$ cat config.mk
export PLATFORM = sky130hd
export DESIGN_NAME = input_vc_buffer
export DESIGN_NICKNAME = d
export VERILOG_FILES = /design/src/rtl/input_vc_buffer_pkg.sv /design/src/rtl/input_vc_buffer_fifo.sv /design/src/rtl/input_vc_buffer.sv
export SDC_FILE = /design/constraint.sdc
export NUM_CORES = 1
export LEC_CHECK = 0
export ABC_CLOCK_PERIOD_IN_PS = 4100
export CORE_MARGIN = 1
export CORE_UTILIZATION = 55
export DETAILED_ROUTE_END_ITERATION = 10
export HOLD_SLACK_MARGIN = 0.15
export PLACE_DENSITY = 0.77
export SYNTH_ARGS = -nofsm -noshare
export SYNTH_HDL_FRONTEND = slang
export SYNTH_SLANG_ARGS = --single-unit
export TNS_END_PERCENT = 50
$ cat constraint.sdc
create_clock -name clk -period 4.1 [get_ports clk]
set_clock_uncertainty 0.2 [all_clocks]
set_input_delay 0.82 -clock clk [delete_from_list [all_inputs] [get_ports clk]]
set_output_delay 0.82 -clock clk [all_outputs]
set_load 0.02 [all_outputs]
$ cat src/rtl/input_vc_buffer_pkg.sv
// Shared NoC router types: flit formats, port routes, flit labels and
// flow-control / FIFO flavour selectors.
package noc_params;

  localparam int unsigned VC_NUM    = 2;
  localparam int unsigned VC_SIZE   = $clog2(VC_NUM);
  localparam int unsigned DATA_SIZE = 16;

  typedef enum logic [2:0] {LOCAL, NORTH, SOUTH, WEST, EAST} port_t;

  typedef enum logic [1:0] {HEAD, BODY, TAIL, HEADTAIL} flit_label_t;

  typedef enum logic {ONOFF = 1'b0, CREDIT = 1'b1} flow_control_t;

  typedef enum logic [1:0] {ROUTER_FIFO, GENERIC_FIFO} fifo_type_t;

  typedef struct packed {
    flit_label_t          flit_label;
    logic [VC_SIZE-1:0]   vc_id;
    logic [DATA_SIZE-1:0] data;
  } flit_t;

  typedef struct packed {
    flit_label_t          flit_label;
    logic [DATA_SIZE-1:0] data;
  } flit_novc_t;

  function automatic logic is_head(input flit_label_t l);
    return (l == HEAD) || (l == HEADTAIL);
  endfunction

  function automatic logic is_tail(input flit_label_t l);
    return (l == TAIL) || (l == HEADTAIL);
  endfunction

endpackage

$ cat src/rtl/input_vc_buffer_fifo.sv
// First-word-fall-through flit FIFO; the head entry is always visible on rd_data_o.
module bram_fifo
  import noc_params::*;
#(
  parameter int unsigned DEPTH     = 8,
  parameter int unsigned WIDTH     = 8,
  parameter fifo_type_t  FIFO_TYPE = ROUTER_FIFO
) (
  input  logic                     clk,
  input  logic                     rst_n,
  input  logic                     wr_en_i,
  input  logic [WIDTH-1:0]         wr_data_i,
  input  logic                     rd_en_i,
  output logic [WIDTH-1:0]         rd_data_o,
  output logic [$clog2(DEPTH):0]   count_o,
  output logic                     full_o,
  output logic                     empty_o
);

  localparam int unsigned AW = $clog2(DEPTH);
  localparam int unsigned CW = AW + 1;

  if ((FIFO_TYPE != ROUTER_FIFO) || (DEPTH < 4) || ((1 << AW) != DEPTH)) begin : g_bad_cfg
    $error("bram_fifo: only power-of-two ROUTER_FIFO depths >= 4 are supported");
  end

  logic [WIDTH-1:0] mem_q [DEPTH];
  logic [AW-1:0]    wr_ptr_q, wr_ptr_d;
  logic [AW-1:0]    rd_ptr_q, rd_ptr_d;
  logic [CW-1:0]    count_q, count_d;
  logic             push, pop;

  always_comb begin
    push     = wr_en_i && (count_q != CW'(DEPTH));
    pop      = rd_en_i && (count_q != '0);
    wr_ptr_d = wr_ptr_q;
    rd_ptr_d = rd_ptr_q;
    count_d  = count_q;
    if (push) wr_ptr_d = wr_ptr_q + 1'b1;
    if (pop)  rd_ptr_d = rd_ptr_q + 1'b1;
    case ({push, pop})
      2'b10:   count_d = count_q + 1'b1;
      2'b01:   count_d = count_q - 1'b1;
      default: count_d = count_q;
    endcase
  end

  always_ff @(posedge clk or negedge rst_n) begin
    if (!rst_n) begin
      wr_ptr_q <= '0;
      rd_ptr_q <= '0;
      count_q  <= '0;
    end else begin
      wr_ptr_q <= wr_ptr_d;
      rd_ptr_q <= rd_ptr_d;
      count_q  <= count_d;
    end
  end

  // Storage needs no reset: occupancy alone decides what is valid.
  always_ff @(posedge clk) begin
    if (push) mem_q[wr_ptr_q] <= wr_data_i;
  end

  always_comb begin
    rd_data_o = mem_q[rd_ptr_q];
    count_o   = count_q;
    full_o    = (count_q == CW'(DEPTH));
    empty_o   = (count_q == '0);
  end

endmodule

$ cat src/rtl/input_vc_buffer.sv
// Per-VC multi-packet input buffer: flit FIFO, per-packet route queue and
// IDLE/VA/SA read-side FSM with on/off or credit upstream flow control.
module input_vc_buffer
  import noc_params::*;
#(
  parameter int unsigned BUFFER_SIZE    = 8,
  parameter int unsigned MAX_PACKETS    = 2,
  parameter int unsigned FLOW_CONTROL   = 0,
  parameter int unsigned ON_OFF_LATENCY = 2
) (
  input  logic                          clk,
  input  logic                          resetn,
  input  flit_novc_t                    data_i,
  input  logic                          write_i,
  input  port_t                         out_port_i,
  input  logic                          read_i,
  input  logic                          vc_valid_i,
  input  logic [VC_SIZE-1:0]            vc_new_i,
  output flit_t                         data_o,
  output port_t                         out_port_o,
  output logic [VC_SIZE-1:0]            downstream_vc_o,
  output logic                          vc_request_o,
  output logic                          switch_request_o,
  output logic                          vc_allocatable_o,
  output logic                          credit_o,
  output logic                          on_off_o,
  output logic                          is_full_o,
  output logic                          is_empty_o,
  output logic [$clog2(BUFFER_SIZE):0]  count_o,
  output logic                          error_o
);

  localparam int unsigned CW    = $clog2(BUFFER_SIZE) + 1;
  localparam int unsigned OQ_AW = (MAX_PACKETS > 1) ? $clog2(MAX_PACKETS) : 1;
  localparam int unsigned OQ_CW = $clog2(MAX_PACKETS + 1);

  localparam flow_control_t FC_MODE     = (FLOW_CONTROL == 0) ? ONOFF : CREDIT;
  localparam logic          CREDIT_MODE = (FC_MODE == CREDIT);

  localparam logic [1:0] IDLE = 2'd0;
  localparam logic [1:0] VA   = 2'd1;
  localparam logic [1:0] SA   = 2'd2;

  if ((MAX_PACKETS < 1) || (ON_OFF_LATENCY >= BUFFER_SIZE)) begin : g_bad_cfg
    $error("input_vc_buffer: unsupported MAX_PACKETS / ON_OFF_LATENCY");
  end

  function automatic logic [OQ_AW-1:0] oq_next(input logic [OQ_AW-1:0] p);
    return (p == OQ_AW'(MAX_PACKETS - 1)) ? '0 : p + 1'b1;
  endfunction

  logic [1:0]           state_q, state_d;
  logic                 pkt_open_q, pkt_open_d;
  logic [VC_SIZE-1:0]   dvc_q, dvc_d;
  port_t                oq_q [MAX_PACKETS];
  logic [OQ_AW-1:0]     oq_wr_ptr_q, oq_wr_ptr_d;
  logic [OQ_AW-1:0]     oq_rd_ptr_q, oq_rd_ptr_d;
  logic [OQ_CW-1:0]     oq_cnt_q, oq_cnt_d;
  logic                 alloc_q, alloc_d;
  logic                 credit_q, credit_d;
  logic                 on_off_q, on_off_d;
  logic                 error_q, error_d;

  flit_novc_t           fifo_rd;
  logic [CW-1:0]        fifo_count;
  logic                 fifo_full, fifo_empty;

  logic                 head_w, head_ok, body_ok, push, pop, tail_pop, oq_full;
  logic [CW-1:0]        cnt_next;

  bram_fifo #(
    .DEPTH     (BUFFER_SIZE),
    .WIDTH     ($bits(flit_novc_t)),
    .FIFO_TYPE (ROUTER_FIFO)
  ) u_flit_fifo (
    .clk       (clk),
    .rst_n     (resetn),
    .wr_en_i   (push),
    .wr_data_i (data_i),
    .rd_en_i   (pop),
    .rd_data_o (fifo_rd),
    .count_o   (fifo_count),
    .full_o    (fifo_full),
    .empty_o   (fifo_empty)
  );

  // Acceptance is decided on pre-read occupancy, so a pop never frees room for a same-cycle write.
  always_comb begin
    oq_full  = (oq_cnt_q == OQ_CW'(MAX_PACKETS));
    head_w   = write_i && is_head(data_i.flit_label);
    head_ok  = head_w && !pkt_open_q && !fifo_full && !oq_full;
    body_ok  = write_i && !head_w && pkt_open_q && !fifo_full;
    push     = head_ok || body_ok;
    pop      = read_i && (state_q == SA) && !fifo_empty;
    tail_pop = pop && is_tail(fifo_rd.flit_label);
    cnt_next = fifo_count + CW'(push) - CW'(pop);
  end

  always_comb begin
    pkt_open_d = pkt_open_q;
    if (head_ok)                                    pkt_open_d = (data_i.flit_label == HEAD);
    else if (body_ok && data_i.flit_label == TAIL)  pkt_open_d = 1'b0;

    oq_wr_ptr_d = head_ok  ? oq_next(oq_wr_ptr_q) : oq_wr_ptr_q;
    oq_rd_ptr_d = tail_pop ? oq_next(oq_rd_ptr_q) : oq_rd_ptr_q;
    case ({head_ok, tail_pop})
      2'b10:   oq_cnt_d = oq_cnt_q + 1'b1;
      2'b01:   oq_cnt_d = oq_cnt_q - 1'b1;
      default: oq_cnt_d = oq_cnt_q;
    endcase
  end

  // oq_cnt_q still counts the packet in SA, so "another queued" means more than one.
  always_comb begin
    state_d = state_q;
    dvc_d   = dvc_q;
    case (state_q)
      IDLE: if ((oq_cnt_q != '0) || head_ok) state_d = VA;
      VA: begin
        if (vc_valid_i) begin
          dvc_d   = vc_new_i;
          state_d = SA;
        end
      end
      SA: begin
        if (tail_pop) state_d = ((oq_cnt_q > OQ_CW'(1)) || head_ok) ? VA : IDLE;
      end
      default: state_d = IDLE;
    endcase
  end

  always_comb begin
    alloc_d  = tail_pop;
    credit_d = CREDIT_MODE && pop;
    error_d  = (write_i && !push) || (read_i && !pop) || (vc_valid_i && (state_q != VA));
    on_off_d = on_off_q;
    if (pop && !push && (cnt_next <= CW'(ON_OFF_LATENCY)))
      on_off_d = 1'b1;
    else if (push && !pop && (cnt_next >= CW'(BUFFER_SIZE - ON_OFF_LATENCY)))
      on_off_d = 1'b0;
  end

  always_ff @(posedge clk or negedge resetn) begin
    if (!resetn) begin
      state_q     <= IDLE;
      pkt_open_q  <= 1'b0;
      dvc_q       <= '0;
      oq_wr_ptr_q <= '0;
      oq_rd_ptr_q <= '0;
      oq_cnt_q    <= '0;
      alloc_q     <= 1'b0;
      credit_q    <= 1'b0;
      on_off_q    <= 1'b1;
      error_q     <= 1'b0;
    end else begin
      state_q     <= state_d;
      pkt_open_q  <= pkt_open_d;
      dvc_q       <= dvc_d;
      oq_wr_ptr_q <= oq_wr_ptr_d;
      oq_rd_ptr_q <= oq_rd_ptr_d;
      oq_cnt_q    <= oq_cnt_d;
      alloc_q     <= alloc_d;
      credit_q    <= credit_d;
      on_off_q    <= on_off_d;
      error_q     <= error_d;
    end
  end

  always_ff @(posedge clk) begin
    if (head_ok) oq_q[oq_wr_ptr_q] <= out_port_i;
  end

  always_comb begin
    data_o.flit_label = fifo_rd.flit_label;
    data_o.vc_id      = dvc_q;
    data_o.data       = fifo_rd.data;
    out_port_o        = (oq_cnt_q == '0) ? LOCAL : oq_q[oq_rd_ptr_q];
    downstream_vc_o   = dvc_q;
    vc_request_o      = (state_q == VA);
    switch_request_o  = (state_q == SA) && !fifo_empty;
    vc_allocatable_o  = alloc_q;
    credit_o          = credit_q;
    on_off_o          = CREDIT_MODE ? 1'b1 : on_off_q;
    is_full_o         = fifo_full;
    is_empty_o        = fifo_empty;
    count_o           = fifo_count;
    error_o           = error_q;
  end

endmodule

==> summary.txt <==
Clocking
  • Post-cts resize count: 0
  • CTS buffer count: 17
  • Worst skew pair latency: 430 ps
  • CTS Hold Bufs: 0
  • Clock Root Buffer: clkbuf_16
  • Clk pin slew, worst setup/hold paths: 60 ps
  • Post-CTS Setup Bufs: 0
  • TritonCTS clock tree: built
  • H-tree levels: 4
  • Sink Count: 171
  • Longest Clk Path Bufs: 2

Place
  • Post-detail-place hpwl: 8080 um
  • Routability congestion estimate: 0.715
  • DP Worst Slack: 390 ps
  • # port buffers: 60

GRT
  • Largest net degree at the start of global routing: 27
  • Vias in the first global route: 3741
  • Initial antenna violation count: 0
  • First-pass GRT wire length: a little over 20000 um
  • GRT overflow: 0
  • Total track usage: 0.221

Power
  • Internal power: 4240 uW
  • Cell Pwr Density: 709 nW/um^2
  • Sw frac: 0.302
  • Clk pwr share: 0.268
  • P_sw: 1840 uW
  • Part of the power in registers: 0.378
  • Worst vdd rail ir drop: 0.000395 V
  • Leakage: 0.00300 uW
  • Combinational Power Share: 0.353

Synth
  • Avg Cell Area, Syn: between 15 and 20 sq um
  • Syn Nets: ~400
  • Main flop type after synthesis: edfxtp_1
  • Most common cell in the synthesized netlist: edfxtp_1
  • Distinct cells, synth: 48
  • Post-synth top cells: edfxtp_1 (150), mux4_2 (35), mux2_2 (21)
  • Synth Cell Area: 6990 sq um
  • Post-synth EDFFs: 150
  • Seq/Total Area, Yosys: 0.719
  • Post-synth top area share: 0.644
  • Synth area leader: edfxtp_1
  • Mapped Cells: 363
  • Ys async rst share: 0.123
  • Synth Warn #: 0
  • Main area contributors after synthesis: edfxtp_1 (64%), mux4_2 (11%), dfrtp_1 (7.2%), mux2_2 (3.4%), ha_1 (3.0%)
  • Synth Register Bits: roughly 170

Timing
  • FMAX: 0.272 GHz
  • Final Slew Violations: 0
  • Final period utilization: 0.895
  • Tmin final: roughly 3700 ps
  • Final setup vio count: 0
  • Final hold viol count: 0
  • Setup ws final: 430 ps
  • Least-Margin Pin Slew: 1040 ps
  • Relative slew slack: 0.302
  • Fin Hold WS: ~310 ps
  • RSZ-0062 raised after global routing: false

Worst setup path
  • Worst endpoint required time: 3080 ps
  • Crit end category: primary output
  • Critical path peak fanout: 26
  • Critical path arrival: 2650 ps
  • Startpoint types: flop
  • Setup CP Type: reg2out

Floorplanning
  • Starting Density: 0.573
  • DIE WIDTH: about 110 um
  • Io pins: 62
  • Die height: 115 um
  • Core Footprint: 12200 sq um
  • Row cnt: 40
  • Die area: 13200 sq um

Worst hold path
  • HP Class: reg2reg

Detailed routing
  • Via count: 3559
  • Vias per inst: 5.62
  • Iteration count of the initial detailed-routing pass: 5
  • Post-Route WL: 13000 um
  • Iteration-0 DRC Markers: 303
  • Routed WL per cell: 20.6 um
  • Post-route DRC violation count: 0
  • DRT antenna net count: 0

Status
  • Outcome: complete, no violations

Finish
  • Area growth syn-to-layout: 22.7%
  • Layout cell share with drive strength beyond 1: 0.258
  • Antenna cells: 0
  • Filler Cell Count: 829
  • Post-layout net count: between 400 and 500

Flow run
  • Max-cap viol count: 0
metal layers:
metal | vias to the layer above | GRT usage | share of wire
met5 | - | 0 | 0
met3 | 11 | 0.0606 | 0.052
met2 | 118 | 0.373 | 0.53
met4 | 0 | 0.0883 | 0.010
li1 | 1601 | - | -
met1 | 1829 | 0.275 | 0.41
critical path: stages (launching register included):
cell and delay, ps:
dfrtp_2 350, buf_4 440, mux4_2 590, mux2_2 290
clkdlybuf4s50_1 540
cells in the final DEF (no fill, tap or decap), drive strengths merged, types with 2 or more instances in the layout:
cell | Yosys | final
o21ai | 8 | 8
nand2 | 15 | 15
mux2 | 23 | 23
nor4b | 2 | 2
xnor2 | 8 | 8
inv | 19 | 20
a21oi | 2 | 2
edfxtp | 150 | 150
clkinv | 0 | 7
a21o | 2 | 2
mux4 | 35 | 35
nor3b | 4 | 4
dfrtp | 20 | 20
bufinv | 0 | 4
clkbuf | 6 | 18
o211a | 2 | 2
buf | 8 | 24
nor2 | 10 | 10
xor2 | 4 | 4
a41oi | 2 | 2
clkinvlp | 0 | 2
fa | 2 | 2
nor3 | 3 | 3
clkdlybuf4s50 | 0 | 60
ha | 17 | 17
mux2i | 4 | 4
and2 | 2 | 2
state kept, by name, summed over array words and instances (netlist names):
| register | count |
|---|---|
| u_flit_fifo.wr_ptr_q | 3 |
| vc_allocatable_o | 1 |
| oq_cnt_q | 2 |
| downstream_vc_o | 1 |
| u_flit_fifo.mem_q | 144 |
| pkt_open_q | 1 |
| state_q | 2 |
| u_flit_fifo.count_o | 4 |
| oq_rd_ptr_q | 1 |
| u_flit_fifo.rd_ptr_q | 3 |
| error_o | 1 |
| on_off_o | 1 |
| oq_wr_ptr_q | 1 |
| oq_q | 6 |
layout make-up:
cell class,count,area (sq um),share of cell area
Tap cell,168,210,0.0245
Timing Repair Buffer,84,793,0.0925
Clock inverter,14,176,0.0206
Multi-Input combinational cell,159,1870,0.218
Inverter,19,71.3,0.00831
Sequential cell,171,5030,0.587
Clock buffer,18,429,0.0500
kinds of logic after synthesis:
family          Yosys count  synth area share
other cells               1          0.000536
xor+xnor                 12            0.0150
fa+ha+maj                19            0.0361
compound gates           20            0.0188
simple gates             45            0.0336
flops                   171             0.719
buf+inv                  33            0.0204
mux                      62             0.156
through the flow:
| stage | power (uW) | instance area (sq um) | util | cells | setup TNS (ps) |
|---|---|---|---|---|---|
| after floorplan | 3710 | 7000 | - | 363 | -2630 |
| final | 6080 | 8580 | 0.703 | 633 | 0 |
| after global placement | 4430 | 7970 | 0.653 | 601 | 0 |
| after detailed placement | 4500 | 7970 | 0.653 | 601 | 0 |
| after global routing | 6390 | 8580 | 0.703 | 633 | 0 |
| after CTS | 6150 | 8580 | 0.703 | 633 | 0 |
path summary, 6_finish.rpt:
| check | start | endpoint | slack [ps] | depth (start not counted) |
|---|---|---|---|---|
| worst max-delay path | u_flit_fifo.rd_ptr_q[0] | data_o[1] | 430 | 4 |
| worst min-delay path | on_off_o | on_off_o | 310 | 2 |
| worst max register to register | u_flit_fifo.count_o[2] | on_off_o | 940 | 13 |
| worst min register to register | on_off_o | on_off_o | 310 | 2 |
| max in group asynchronous | resetn | u_flit_fifo.rd_ptr_q[0] | 2230 | 1 |
| min in group asynchronous | resetn | u_flit_fifo.rd_ptr_q[2] | 770 | 1 |
power groups by stage:
| stage | Sequential (uW) | Combinational [uW] | Clock (uW) |
|---|---|---|---|
| floorplan | 2280 | 1430 | 0 |
| global placement | 2320 | 2120 | 0 |
| detailed placement | 2330 | 2170 | 0 |
| CTS | 2300 | 2180 | 1660 |
| global route | 2320 | 2330 | 1740 |
| finish | 2300 | 2150 | 1630 |
Note: power is estimated with default switching activity, not from simulation.
